### config.mk
export PLATFORM = sky130hd
export DESIGN_NAME = imem_load_ctrl
export DESIGN_NICKNAME = d
export VERILOG_FILES = /design/src/rtl/imem_load_ctrl.sv
export SDC_FILE = /design/constraint.sdc
export NUM_CORES = 1
export LEC_CHECK = 0
export ABC_AREA = 1
export CORE_MARGIN = 3
export CORE_UTILIZATION = 31
export CTS_CLUSTER_DIAMETER = 50
export DETAILED_ROUTE_END_ITERATION = 6
export GPL_ROUTABILITY_DRIVEN = 0
export PLACE_DENSITY = 0.64
export SLEW_MARGIN = 20
export SYNTH_ARGS = -nofsm -noshare
export SYNTH_HDL_FRONTEND = slang
export SYNTH_SLANG_ARGS = --single-unit
### constraint.sdc
create_clock -name clk -period 4.7 [get_ports clk]
set_clock_uncertainty 0.1 [all_clocks]
set_input_delay 0.94 -clock clk [delete_from_list [all_inputs] [get_ports clk]]
set_output_delay 0.94 -clock clk [all_outputs]
set_load 0.1 [all_outputs]
### src/rtl/imem_load_ctrl.sv
// Instruction memory port sequencer: host program loader, pipelined fetch, halt.
// Optional halt-opcode detection is enabled with IMEM_HALT_DETECT_EN.
module imem_load_ctrl #(
  parameter int          DEPTH    = 200,
  parameter int          ADDR_W   = 9,
  parameter logic [31:0] NOP_WORD = 32'hFC010820
) (
  input  logic              clk,
  input  logic              rst,
  input  logic              ld_start,
  input  logic              ld_valid,
  input  logic              ld_last,
  input  logic [31:0]       ld_data,
  output logic              ld_ready,
  output logic              ld_err,
  output logic [ADDR_W-1:0] ld_count,
  input  logic              run_start,
  input  logic              run_stop,
  output logic              core_run,
  input  logic              fetch_req,
  input  logic [ADDR_W-1:0] fetch_pc,
  output logic [31:0]       instr,
  output logic              instr_valid,
  output logic              fetch_oor,
  output logic              mem_w_en,
  output logic              mem_mode,
  output logic [ADDR_W-1:0] mem_addr,
  output logic [31:0]       mem_datain,
  input  logic [31:0]       mem_dataout
);

  localparam logic [1:0] S_IDLE = 2'd0;
  localparam logic [1:0] S_LOAD = 2'd1;
  localparam logic [1:0] S_RUN  = 2'd2;
  localparam logic [1:0] S_HALT = 2'd3;

  localparam logic [ADDR_W-1:0] LAST_A  = ADDR_W'(DEPTH - 1);
  localparam logic [ADDR_W-1:0] DEPTH_A = ADDR_W'(DEPTH);

  logic [1:0]        state_q, state_d;
  logic [ADDR_W-1:0] wp_q, wp_d;
  logic              ld_ready_q, ld_ready_d;
  logic              ld_err_q, ld_err_d;
  logic [ADDR_W-1:0] ld_count_q, ld_count_d;
  logic              core_run_q, core_run_d;
  logic              f1_vld_q, f1_vld_d;
  logic              f1_oor_q, f1_oor_d;
  logic [31:0]       instr_q, instr_d;
  logic              instr_valid_q, instr_valid_d;
  logic              fetch_oor_q, fetch_oor_d;
  logic              mem_w_en_q, mem_w_en_d;
  logic              mem_mode_q, mem_mode_d;
  logic [ADDR_W-1:0] mem_addr_q, mem_addr_d;
  logic [31:0]       mem_datain_q, mem_datain_d;

  logic ld_accept;
  logic halt_hit;

  assign ld_accept = ld_valid & ld_ready_q;

`ifdef IMEM_HALT_DETECT_EN
  assign halt_hit = instr_valid_q & (instr_q[31:26] == 6'b111111);
`else
  assign halt_hit = 1'b0;
`endif

  always_comb begin
    state_d       = state_q;
    wp_d          = wp_q;
    ld_ready_d    = ld_ready_q;
    ld_err_d      = ld_err_q;
    ld_count_d    = ld_count_q;
    f1_vld_d      = 1'b0;
    f1_oor_d      = 1'b0;
    instr_d       = instr_q;
    instr_valid_d = 1'b0;
    fetch_oor_d   = 1'b0;
    mem_w_en_d    = 1'b0;
    mem_mode_d    = 1'b1;
    mem_addr_d    = mem_addr_q;
    mem_datain_d  = mem_datain_q;

    // core_run_q mirrors state RUN, so fetch and load never share a cycle
    if (core_run_q && fetch_req) begin
      f1_vld_d = 1'b1;
      if (fetch_pc < DEPTH_A) begin
        mem_addr_d = fetch_pc;
      end else begin
        f1_oor_d = 1'b1;
      end
    end

    if (f1_vld_q) begin
      instr_valid_d = 1'b1;
      fetch_oor_d   = f1_oor_q;
      instr_d       = f1_oor_q ? NOP_WORD : mem_dataout;
    end

    unique case (state_q)
      S_IDLE: begin
        if (ld_start) begin
          state_d    = S_LOAD;
          wp_d       = '0;
          ld_ready_d = 1'b1;
          ld_err_d   = 1'b0;
        end else if (run_start) begin
          state_d = S_RUN;
        end
      end
      S_LOAD: begin
        if (ld_accept) begin
          mem_w_en_d   = 1'b1;
          mem_mode_d   = 1'b0;
          mem_addr_d   = wp_q;
          mem_datain_d = ld_data;
          wp_d         = wp_q + 1'b1;
          if (ld_last) begin
            state_d    = S_IDLE;
            ld_ready_d = 1'b0;
            ld_count_d = wp_q + 1'b1;
          end else if (wp_q == LAST_A) begin
            state_d    = S_IDLE;
            ld_ready_d = 1'b0;
            ld_err_d   = 1'b1;
            ld_count_d = DEPTH_A;
          end
        end
      end
      S_RUN: begin
        if (run_stop) begin
          state_d = S_IDLE;
        end else if (halt_hit) begin
          state_d = S_HALT;
        end
      end
`ifdef IMEM_HALT_DETECT_EN
      S_HALT: begin
        if (ld_start) begin
          state_d    = S_LOAD;
          wp_d       = '0;
          ld_ready_d = 1'b1;
          ld_err_d   = 1'b0;
        end else if (run_start) begin
          state_d = S_RUN;
        end
      end
`endif
      default: state_d = S_IDLE;
    endcase

    core_run_d = (state_d == S_RUN);
  end

  always_ff @(posedge clk or posedge rst) begin
    if (rst) begin
      state_q       <= S_IDLE;
      wp_q          <= '0;
      ld_ready_q    <= 1'b0;
      ld_err_q      <= 1'b0;
      ld_count_q    <= '0;
      core_run_q    <= 1'b0;
      f1_vld_q      <= 1'b0;
      f1_oor_q      <= 1'b0;
      instr_q       <= '0;
      instr_valid_q <= 1'b0;
      fetch_oor_q   <= 1'b0;
      mem_w_en_q    <= 1'b0;
      mem_mode_q    <= 1'b1;
      mem_addr_q    <= '0;
      mem_datain_q  <= '0;
    end else begin
      state_q       <= state_d;
      wp_q          <= wp_d;
      ld_ready_q    <= ld_ready_d;
      ld_err_q      <= ld_err_d;
      ld_count_q    <= ld_count_d;
      core_run_q    <= core_run_d;
      f1_vld_q      <= f1_vld_d;
      f1_oor_q      <= f1_oor_d;
      instr_q       <= instr_d;
      instr_valid_q <= instr_valid_d;
      fetch_oor_q   <= fetch_oor_d;
      mem_w_en_q    <= mem_w_en_d;
      mem_mode_q    <= mem_mode_d;
      mem_addr_q    <= mem_addr_d;
      mem_datain_q  <= mem_datain_d;
    end
  end

  assign ld_ready    = ld_ready_q;
  assign ld_err      = ld_err_q;
  assign ld_count    = ld_count_q;
  assign core_run    = core_run_q;
  assign instr       = instr_q;
  assign instr_valid = instr_valid_q;
  assign fetch_oor   = fetch_oor_q;
  assign mem_w_en    = mem_w_en_q;
  assign mem_mode    = mem_mode_q;
  assign mem_addr    = mem_addr_q;
  assign mem_datain  = mem_datain_q;

endmodule
## After elaboration in Yosys (flattened, before gate mapping)

Index checks and enable logic that the tools add are counted.

- Bits of input ports: 81
- Bits in registers: 102

- Reduce and logical (&&, ||, !) cells: 9
- Bitwise gates (word level): 1
- Order comparisons: 1
- Mux-type cells: 36
- Equal/unequal tests: 9
- $add $sub $neg: 1

Operators by type and width:

| kind | number |
|---|---|
| $mux 9 | 8 |
| $mux 32 | 1 |
| $pmux 9 s2 | 1 |
| $mux 1 | 17 |
| $mux 2 | 6 |
| $add 9x1->9 const B | 1 |
| $eq 9x8->1 const B | 1 |
| $lt 9x8->1 const B | 1 |
| $ne 2x2->1 const B | 4 |
| $pmux 2 s3 | 1 |
| $reduce_and 3->1 | 2 |
| $reduce_and 5->1 | 1 |
| $eq 2x2->1 const B | 2 |
| $pmux 1 s2 | 2 |
| $reduce_and 4->1 | 1 |
| $reduce_bool 2->1 | 2 |
| $ne 3x3->1 const B | 1 |
| $eq 2x1->1 const B | 1 |
| $logic_not 2->1 | 1 |
| $reduce_and 2->1 | 1 |
| $and 1x1->1 | 1 |
| $logic_and 1x1->1 | 1 |

## Depth between registers and ports, before layout

Gate-level depths: netlist of the first run.

- Depth in word-level cells: 6
- Gate-level depth with buffers: 9
- Gate-level depth less buffers: 9

## Worst setup path after synthesis of the first run

No wires, ideal clock.

- Path kind: reg-to-reg
- Start point: reg ld_ready_q (netlist: ld_ready)
- End point: reg mem_addr_q[1] (netlist: mem_addr[1])
- Path buffers: 1
- Arrival: 1.757 ns
- Required time: 4.483 ns
- Period minus slack after synthesis: 1.975 ns
- Cell stages (with the launch flop): 7
- Slack: 2.725 ns
- Cells stage by stage: dfrtp_1 > nand2_1 > nor2_4 > inv_2 > buf_2 > nand3_1 > nand2_1

- Cells in the longest elaborated chain, start to end: 3

RTL lines:

| what | RTL line | RTL |
|---|---|---|
| start, declared | 42 | `logic ld_ready_q, ld_ready_d;` |
| start signal, assigned | 174 | `ld_ready_q <= ld_ready_d;` |
| $and 1x1->1 | 59 | `assign ld_accept = ld_valid & ld_ready_q;` |
| $mux 9 | 111 | `if (ld_accept) begin` |
| $mux 9 | 99 | `unique case (state_q)` |
| net mem_addr_d[1] | 53 | `logic [ADDR_W-1:0] mem_addr_q, mem_addr_d;` |
| end signal, assigned | 185 | `mem_addr_q <= mem_addr_d;` |
| end, declared | 53 |  |

The timed path passes the listed nets, and every way through them passes these cells.
A chain may end at the register's enable or synchronous reset.

## Final worst setup path of the first run

- Start point: reg mem_mode_q (netlist: mem_mode)
- End point: out mem_mode

RTL lines:

| what | RTL line | RTL |
|---|---|---|
| start, declared | 52 | `logic mem_mode_q, mem_mode_d;` |
| start signal, assigned | 184 | `mem_mode_q <= mem_mode_d;` |
| end, declared | 26 | `output logic mem_mode,` |

No word-level cell between the ends.

==> impl_metrics.sql, run 1 <==
INSERT INTO impl_metrics (metric_group, metric, value, unit) VALUES
('finish', 'final_core_utilization', '48.9', '%'),
('min_path', 'hold_path.class', 'flip-flop to flip-flop', ''),
('setup_path', 'cp-startpoint', 'mem_mode', ''),
('logic_synthesis', 'yosys_most_used_dff', 'dfrtp_1', ''),
('place', 'detailed_place_hpwl', '8390', 'um'),
('place', 'dpl_cell_area', '5960', 'um2'),
('routing', 'detail_route.wl_per_cell', '14.7', 'um'),
('logic_synthesis', 'netlist-cell-type-count', '26', ''),
('setup_path', 'path_delay_family', 'buffers and inverters', ''),
('sta', 'max_transition_viols_final', '0', ''),
('global_route', 'overflow', '0', ''),
('setup_path', 'critical-path-max-stage-delay', '1.14', 'ns'),
('run_status', 'outcome', 'completed', ''),
('routing', 'detailroute.via_count', '3508', ''),
('floorplan', 'floorplan.die.width', '121', 'um'),
('cts', 'tritoncts_clock_tree', 'yes', ''),
('floorplan', 'die_y', '121', 'um'),
('routing', 'drc', '0', ''),
('cts', 'ctsHoldBuffers', '0', ''),
('cts', 'ctsLongestPathBuffers', '2', ''),
('logic_synthesis', 'synth-seq-area-share', '62.3', '%'),
('min_path', 'worst_hold_startpoint', 'mem_datain[17]', ''),
('logic_synthesis', 'asyncSetResetFlopFracSynth', '100', '%'),
('finish', 'nFillCells', '1179', ''),
('cts', 'clk_latency', '0.34', 'ns'),
('sta', 'tightest_slew', '1.02', 'ns'),
('sta', 'whs', '0.372', 'ns'),
('cts', 'numCtsBuffers', '9', ''),
('setup_path', 'cp.arrival', '2.00', 'ns'),
('sta', 'grt_setup_unrepaired', 'false', ''),
('global_route', 'initial_antenna_violation_count', '0', ''),
('setup_path', 'cell_count_of_the_worst_reg_to_reg_path', '4', ''),
('floorplan', 'fp.coreArea', '12800', 'um2'),
('min_path', 'holdPathEnd', 'mem_datain[17]', ''),
('finish', 'areaGrowthSynthToFinish', '52.5', '%'),
('setup_path', 'crit_chain', 'clkdlybuf4s50_1', ''),
('setup_path', 'crit-reg2reg-launch', 'f1_vld_q', ''),
('global_route', 'wire_length_of_the_first_global_routing_pass', '18100', 'um'),
('finish', 'drive_above_1_share', '4.96', '%'),
('setup_path', 'slowest_stage', 'clkdlybuf4s50_1', ''),
('global_route', 'largest_net_degree_at_the_start_of_global_routing', '54', ''),
('setup_path', 'startpoint_type', 'flip-flop', ''),
('logic_synthesis', 'syn_inst', '431', ''),
('logic_synthesis', 'syn-cell-area', '4100', 'um2'),
('routing', 'drt_pre_antenna_iters', '6', ''),
('logic_synthesis', 'ys_ff_latch', '102', ''),
('setup_path', 'worst_r2r_endpoint', 'instr[28]', ''),
('finish', 'regArea', '2550', 'um2'),
('setup_path', 'timing.critical_path.to_type', 'output pin', ''),
('global_route', 'grt_use_total', '15.6', '%'),
('cts', 'cts_resized', '0', ''),
('setup_path', 'crit_fanout', '1', ''),
('sta', 'timing.setup.tns', '0', 'ns'),
('sta', 'hold_violations', '0', ''),
('cts', 'cts.root.buffer_cell', 'clkbuf_16', ''),
('sta', 'post-route-period-util', '64.6', '%'),
('cts', 'post_cts.repair.setup_buffers', '0', ''),
('logic_synthesis', 'post_synth_edffs', '0', ''),
('floorplan', 'fp.dieArea', '14600', 'um2'),
('logic_synthesis', 'yosys_warnings', '0', ''),
('logic_synthesis', 'synth_fp_nets', '513', ''),
('routing', 'drt_iter0_markers', '241', ''),
('sta', 'setup_viol', '0', ''),
('sta', 'timing.max_slew.rel_slack', '31.8', '%'),
('finish', 'multi_input_area', '1310', 'um2'),
('routing', 'postRouteAntennaNets', '0', ''),
('setup_path', 'cp_data_required_time', '3.66', 'ns'),
('logic_synthesis', 'syn_area_per_cell', '9.50', 'um2'),
('finish', 'finish.instance_area', '6250', 'um2'),
('finish', 'finish.net_count', '682', ''),
('min_path', 'hold_depth', '2', '');
==> area by class of cell <==
cell class	count	share of cell area (%)
clock inverter	3	0.280
clock buffer	13	4.33
sequential	102	40.9
tap	172	3.44
timing repair buffer	172	27.4
multi-input combinational	272	21.0
inverter	43	2.62
==> worst min-delay path, delay by kind of cell, from the launching register on <==
kind | cells | cell delay, ns
flops | 1 | 0.35
simple gates | 2 | 0.09
==> how the worst max path moves through the flow <==
stage                     end  cells past startpoint  slack [ns]
floorplan            core_run                      1        0.99
global placement      wp_q[1]                      8        1.91
detailed placement  instr[28]                      4        1.85
CTS                  mem_mode                      1        1.64
global route        instr[26]                      4        1.51
finish               mem_mode                      1        1.66
==> flip-flops by register name (all words and copies together), names as in the netlist <==
signal,flops
fetch_oor,1
f1_oor_q,1
ld_count,9
instr,32
mem_mode,1
ld_err,1
core_run,1
ld_ready,1
wp_q,9
mem_datain,32
state_q,2
instr_valid,1
mem_addr,9
f1_vld_q,1
mem_w_en,1
==> metrics by stage <==
stage / instances / worst slack, ns
CTS: 777 / 1.64
global placement: 761 / 1.91
detailed placement: 761 / 1.85
global route: 777 / 1.51
finish: 777 / 1.66
floorplan: 431 / 0.986
==> routing by layer <==
metal / up-vias / share of wire (%) / global-route usage (%)
li1: 1717 / - / -
met1: 1642 / 44 / 21.2
met2: 137 / 46 / 23.9
met3: 12 / 8.2 / 4.15
met4: 0 / 1.7 / 5.88
met5: - / 0 / 0
==> Yosys cell counts (all sizes together), types with 2 or more instances <==
| master | number | area, um2 |
|---|---|---|
| nand2 | 175 | 662 |
| dfrtp | 101 | 2530 |
| inv | 41 | 154 |
| a22o | 23 | 201 |
| nand3 | 18 | 95.1 |
| nor2 | 13 | 66.3 |
| buf | 11 | 57.6 |
| nand4 | 10 | 62.6 |
| o21ai | 9 | 45.0 |
| o22a | 9 | 78.8 |
| a21oi | 7 | 35.0 |
| clkbuf | 3 | 11.3 |
| a211oi | 2 | 15.0 |
| clkinv | 2 | 7.51 |
| xor2 | 2 | 17.5 |
==> placed cells by master, fill, tap and decap left out, types with 3 or more instances in the layout <==
| master | Yosys | final |
|---|---|---|
| buf_4 | 1 | 3 |
| o21ai_0 | 9 | 9 |
| nor2_1 | 10 | 10 |
| inv_1 | 37 | 36 |
| clkdlybuf4s50_1 | 0 | 169 |
| clkbuf_16 | 0 | 9 |
| nand4_1 | 10 | 10 |
| nand3_1 | 17 | 17 |
| inv_2 | 4 | 4 |
| clkbuf_8 | 0 | 3 |
| a21oi_1 | 7 | 7 |
| a22o_1 | 23 | 23 |
| nand2_1 | 173 | 173 |
| o22a_1 | 9 | 9 |
| dfrtp_1 | 101 | 101 |
==> cell families after synthesis <==
logic type | synth area share, %
simple gates | 21.8
flops | 62.3
buf+inv | 5.62
compound gates | 9.50
xor+xnor | 0.428
fa+ha+maj | 0.305
Power of run 1 is not shown: default switching activity piles up to over one toggle a cycle in this logic, so the estimate is an artifact.
==> inputs of run 2 (changes only) <==
clock period = 2.8 ns   (was 4.7 ns; I/O delays follow)
==> run 2 against run 1 <==
  * Clock-buffer cell count fell by 4
  * Utilization fell by 1.5 points
  * Global-route usage down 0.38 points
  * Largest cell class unchanged
  * Register-to-register slack got worse by 0.94 ns
==> impl_metrics.sql, run 2 (synthesis gave the netlist of run 1 again) <==
INSERT INTO impl_metrics (metric_group, metric, value, unit) VALUES
('floorplan', 'fp.dieArea', '14600', 'um2'),
('routing', 'postRouteAntennaNets', '0', ''),
('global_route', 'initial_antenna_violation_count', '0', ''),
('sta', 'max_freq', '481', 'MHz'),
('floorplan', 'fp.coreArea', '12800', 'um2'),
('cts', 'clock_sinks', '102', ''),
('global_route', 'grt_use_total', '15.2', '%'),
('floorplan', 'floorplan.die.width', '121', 'um'),
('routing', 'drt-total-wl', '10800', 'um'),
('setup_path', 'cp.arrival', '2.25', 'ns'),
('cts', 'cts.root.buffer_cell', 'clkbuf_16', ''),
('sta', 'timing.max_slew.rel_slack', '49.8', '%'),
('finish', 'finish.net_count', '683', ''),
('cts', 'tritoncts_clock_tree', 'yes', ''),
('routing', 'detail_route.wl_per_cell', '13.9', 'um'),
('routing', 'drt_pre_antenna_iters', '4', ''),
('setup_path', 'cp_data_required_time', '2.97', 'ns'),
('finish', 'antenna_cells', '0', ''),
('floorplan', 'die_y', '121', 'um'),
('setup_path', 'critical-path-max-stage-delay', '0.46', 'ns'),
('finish', 'final_core_utilization', '47.4', '%'),
('cts', 'clk_transition_reported_paths', '0.07', 'ns'),
('place', 'dpl_cell_area', '5770', 'um2'),
('cts', 'cts_resized', '0', ''),
('finish', 'final_cell_mix', 'nand2_1 (173), dfrtp_1 (101), buf_4 (91)', ''),
('sta', 'post-route-period-util', '74.2', '%'),
('finish', 'finish.instance_area', '6050', 'um2'),
('floorplan', 'initial_utilization', '32.1', '%'),
('global_route', 'largest_net_degree_at_the_start_of_global_routing', '52', ''),
('place', 'place_inst', '762', ''),
('setup_path', 'crit_fanout', '51', ''),
('setup_path', 'timing_worst_setup_path_type', 'primary input to flip-flop', ''),
('cts', 'htree_num_levels', '3', ''),
('global_route', 'overflow', '0', ''),
('cts', 'post_cts.repair.setup_buffers', '0', ''),
('sta', 'hold_violations', '0', ''),
('setup_path', 'crit_chain', 'clkdlybuf4s50_1, nand2_1, nor2_4, buf_4, nand2_1, inv_1, nand3_1, nand2_1', ''),
('sta', 'timing.setup.tns', '0', 'ns'),
('sta', 'grt_setup_unrepaired', 'false', ''),
('floorplan', 'rows', '41', ''),
('run_status', 'outcome', 'completed', ''),
('cts', 'ctsLongestPathBuffers', '2', ''),
('sta', 'max_transition_viols_final', '0', ''),
('routing', 'drt_iter0_markers', '184', ''),
('finish', 'drive_above_1_share', '20.0', '%'),
('cts', 'ctsHoldBuffers', '0', ''),
('finish', 'fin_cells', '778', ''),
('setup_path', 'critPathMostFrequentCell', 'nand2_1', ''),
('finish', 'layout.cells.most_common', 'nand2_1', ''),
('floorplan', 'io_pins', '170', ''),
('setup_path', 'slowest_stage', 'clkdlybuf4s50_1', ''),
('routing', 'detailroute.via_count', '3497', ''),
('global_route', 'wire_length_of_the_first_global_routing_pass', '17900', 'um'),
('sta', 'tightest_slew', '0.752', 'ns'),
('cts', 'numCtsBuffers', '9', ''),
('routing', 'route.detailed.vias_per_inst', '4.49', ''),
('place', 'detailed_place_hpwl', '8250', 'um'),
('place', 'port_buffers', '169', ''),
('routing', 'drc', '0', ''),
('job', 'max_cap_viol_count', '0', ''),
('setup_path', 'timing.critical_path.to_type', 'flip-flop', ''),
('setup_path', 'startpoint_type', 'primary input', ''),
('finish', 'areaGrowthSynthToFinish', '47.7', '%'),
('min_path', 'hold_path.class', 'flip-flop to flip-flop', ''),
('cts', 'clk_latency', '0.34', 'ns'),
('global_route', 'via_count_of_the_first_global_routing_pass', '3549', ''),
('sta', 'setup_viol', '0', ''),
('sta', 'timing.final.crit_period', '2.08', 'ns');
[run 2: final timing paths]
kind | startpoint | end | slack (ns) | cells past startpoint
setup / recovery | ld_valid | ld_count[8] | 0.72 | 8
hold / removal | mem_datain[27] | mem_datain[27] | 0.38 | 2
setup reg to reg | state_q[1] | ld_count[8] | 0.88 | 8
hold reg to reg | mem_datain[27] | mem_datain[27] | 0.38 | 2
max in group asynchronous | rst | mem_mode | 1.41 | 3
min in group asynchronous | rst | instr[15] | 0.55 | 2
[run 2: area by class of cell]
type                       instances  area (um2)
clock inverter                     7        55.1
fill                            1200        6720
multi-input combinational        272        1310
sequential                       102        2550
tap                              172         215
timing repair buffer             173        1520
clock buffer                       9         225
inverter                          43         165
[run 2: worst max-delay path: cells and delay by family]
family	cells	cell delay [ns]
simple gates	5	0.65
buf+inv	3	1.04
[run 2: through the flow]
step | hold slack (ns) | setup WS [ns]
finish | 0.376 | 0.723
global route | 0.409 | 0.520
CTS | 0.380 | 0.718
detailed placement | 0.360 | 0.358
global placement | 0.359 | 0.387
floorplan | 0.272 | 0.825
[run 2: layer usage]
layer	global-route usage [%]	share of wire (%)
met2	24.5	45
met1	20.4	46
met5	0	0
met4	4.39	1.4
met3	3.96	7.5
Power of run 2 is left out for the same reason.
==> inputs of run 3 (changes only) <==
PLACE_DENSITY = 0.67   (was 0.64)
clock period = 1.8 ns   (was 2.8 ns; I/O delays follow)
==> run 3 against run 2 <==
  * Die area is the same
  * Clock-buffer cell count grew 4
  * Register-to-register slack lost 0.64 ns
  * Setup slack lost 0.49 ns
  * Routed wire length grew 9.9%
  * Via count grew 2.9%
  * Non-clock buffer count grew 9
  * Largest cell class is now buffers
  * Highest routed layer unchanged
==> impl_metrics.sql, run 3 (synthesis gave the netlist of run 1 again) <==
INSERT INTO impl_metrics (metric_group, metric, value, unit) VALUES
('global_route', 'wire_length_of_the_first_global_routing_pass', '18900', 'um'),
('setup_path', 'timing.critical_path.to_type', 'flip-flop', ''),
('routing', 'postRouteAntennaNets', '0', ''),
('floorplan', 'io_pins', '170', ''),
('job', 'max_cap_viol_count', '0', ''),
('place', 'port_buffers', '169', ''),
('setup_path', 'crit_chain', 'ha_1, nand2_1, nor2_1, nand2_1, nor2_1, nand2_1, nand3_1, nand2_1', ''),
('cts', 'clk_latency', '0.35', 'ns'),
('sta', 'tightest_slew', '0.374', 'ns'),
('sta', 'max_freq', '640', 'MHz'),
('sta', 'grt_setup_unrepaired', 'false', ''),
('setup_path', 'critical-path-max-stage-delay', '0.41', 'ns'),
('sta', 'timing.final.ws_setup', '0.238', 'ns'),
('sta', 'timing.final.crit_period', '1.56', 'ns'),
('global_route', 'via_count_of_the_first_global_routing_pass', '3657', ''),
('routing', 'drt_pre_antenna_iters', '4', ''),
('global_route', 'largest_net_degree_at_the_start_of_global_routing', '56', ''),
('sta', 'hold_violations', '0', ''),
('min_path', 'hold_path.class', 'primary input to asynchronous set/reset pin', ''),
('routing', 'detailroute.via_count', '3600', ''),
('finish', 'antenna_cells', '0', ''),
('finish', 'finish.net_count', '692', ''),
('global_route', 'initial_antenna_violation_count', '0', ''),
('setup_path', 'cp_data_required_time', '1.94', 'ns'),
('cts', 'tritoncts_clock_tree', 'yes', ''),
('routing', 'drt-total-wl', '11900', 'um'),
('floorplan', 'initial_utilization', '32.1', '%'),
('cts', 'numCtsBuffers', '9', ''),
('setup_path', 'path_delay_family', 'simple AND/OR/NAND/NOR gates', ''),
('global_route', 'grt_use_total', '16.5', '%'),
('floorplan', 'fp.coreArea', '12800', 'um2'),
('global_route', 'overflow', '0', ''),
('finish', 'areaGrowthSynthToFinish', '76.9', '%'),
('finish', 'layout.cells.most_common', 'nand2_1', ''),
('setup_path', 'slowest_stage', 'dfrtp_1', ''),
('floorplan', 'rows', '41', ''),
('routing', 'route.detailed.vias_per_inst', '4.58', ''),
('finish', 'drive_above_1_share', '20.8', '%'),
('cts', 'ctsLongestPathBuffers', '2', ''),
('sta', 'post-route-period-util', '86.8', '%'),
('setup_path', 'startpoint_type', 'flip-flop', ''),
('place', 'dpl_cell_area', '6980', 'um2'),
('routing', 'drt_iter0_markers', '154', ''),
('setup_path', 'crit_fanout', '4', ''),
('setup_path', 'cp.arrival', '1.70', 'ns'),
('finish', 'finish.instance_area', '7250', 'um2'),
('cts', 'cts.root.buffer_cell', 'clkbuf_16', ''),
('place', 'detailed_place_hpwl', '9210', 'um'),
('cts', 'clock_sinks', '102', ''),
('floorplan', 'die_y', '121', 'um'),
('sta', 'whs', '0.205', 'ns'),
('sta', 'timing.max_slew.rel_slack', '75.0', '%'),
('setup_path', 'cp_num_buf_inv', '0', ''),
('floorplan', 'fp.dieArea', '14600', 'um2'),
('cts', 'clk_transition_reported_paths', '0.07', 'ns'),
('sta', 'max_transition_viols_final', '0', ''),
('setup_path', 'critPathMostFrequentCell', 'nand2_1', ''),
('cts', 'post_cts.repair.setup_buffers', '0', ''),
('place', 'placement.setup.worst_slack', '-0.0348', 'ns'),
('sta', 'setup_viol', '0', ''),
('setup_path', 'timing_worst_setup_path_type', 'flip-flop to flip-flop', ''),
('run_status', 'outcome', 'completed', ''),
('floorplan', 'floorplan.die.width', '121', 'um'),
('finish', 'final_cell_mix', 'nand2_1 (173), dfrtp_1 (99), buf_12 (93)', ''),
('setup_path', 'cp_num_cells', '8', ''),
('routing', 'drc', '0', ''),
('setup_path', 'cell_count_of_the_worst_reg_to_reg_path', '8', ''),
('routing', 'detail_route.wl_per_cell', '15.2', 'um'),
('cts', 'htree_num_levels', '3', '');
## run 3: changes by cell type in the layout (fill, tap and decap cells not counted), sizes merged
cell	previous run	this run
clkbuf	9	13
clkinvlp	3	1
buf	93	102
clkinv	3	4
inv	44	40
## run 3: path summary, 6_finish.rpt
kind / start / end / slack (ns)
hold reg to reg: f1_oor_q / fetch_oor / 0.39
hold / removal: rst / instr[13] / 0.20
min in group clk: f1_oor_q / fetch_oor / 0.39
setup / recovery: wp_q[0] / ld_count[8] / 0.24
max in group asynchronous: rst / mem_addr[0] / 0.86
setup reg to reg: wp_q[0] / ld_count[8] / 0.24
## run 3: area by class of cell
| class | count | area (um2) |
|---|---|---|
| timing repair buffer | 182 | 2730 |
| fill | 1083 | 5530 |
| clock inverter | 2 | 10.0 |
| tap | 172 | 215 |
| multi-input combinational | 272 | 1320 |
| sequential | 102 | 2560 |
| inverter | 43 | 165 |
| clock buffer | 13 | 250 |
## run 3: repair_timing
action	CTS	global route
hold buffers	0	0
gates resized for setup	0	2
setup endpoints to repair	0	5
## run 3: through the flow
| stage | instances | util, % | setup TNS, ns |
|---|---|---|---|
| 2_1_floorplan | 431 | - | 0 |
| 3_3_place_gp | 771 | 54.6 | 0 |
| 3_5_place_dp | 771 | 54.6 | -0.123 |
| 4_1_cts | 786 | 56.7 | 0 |
| 5_1_grt | 786 | 56.7 | 0 |
| 6_report | 786 | 56.7 | 0 |
## run 3: routing by layer
metal  GRT usage, %  part of all wire, %
met1           20.9                   43
met4           7.51                  2.5
met2           26.5                   47
met5              0                    0
met3           4.34                  7.3
Power of run 3 is left out for the same reason.
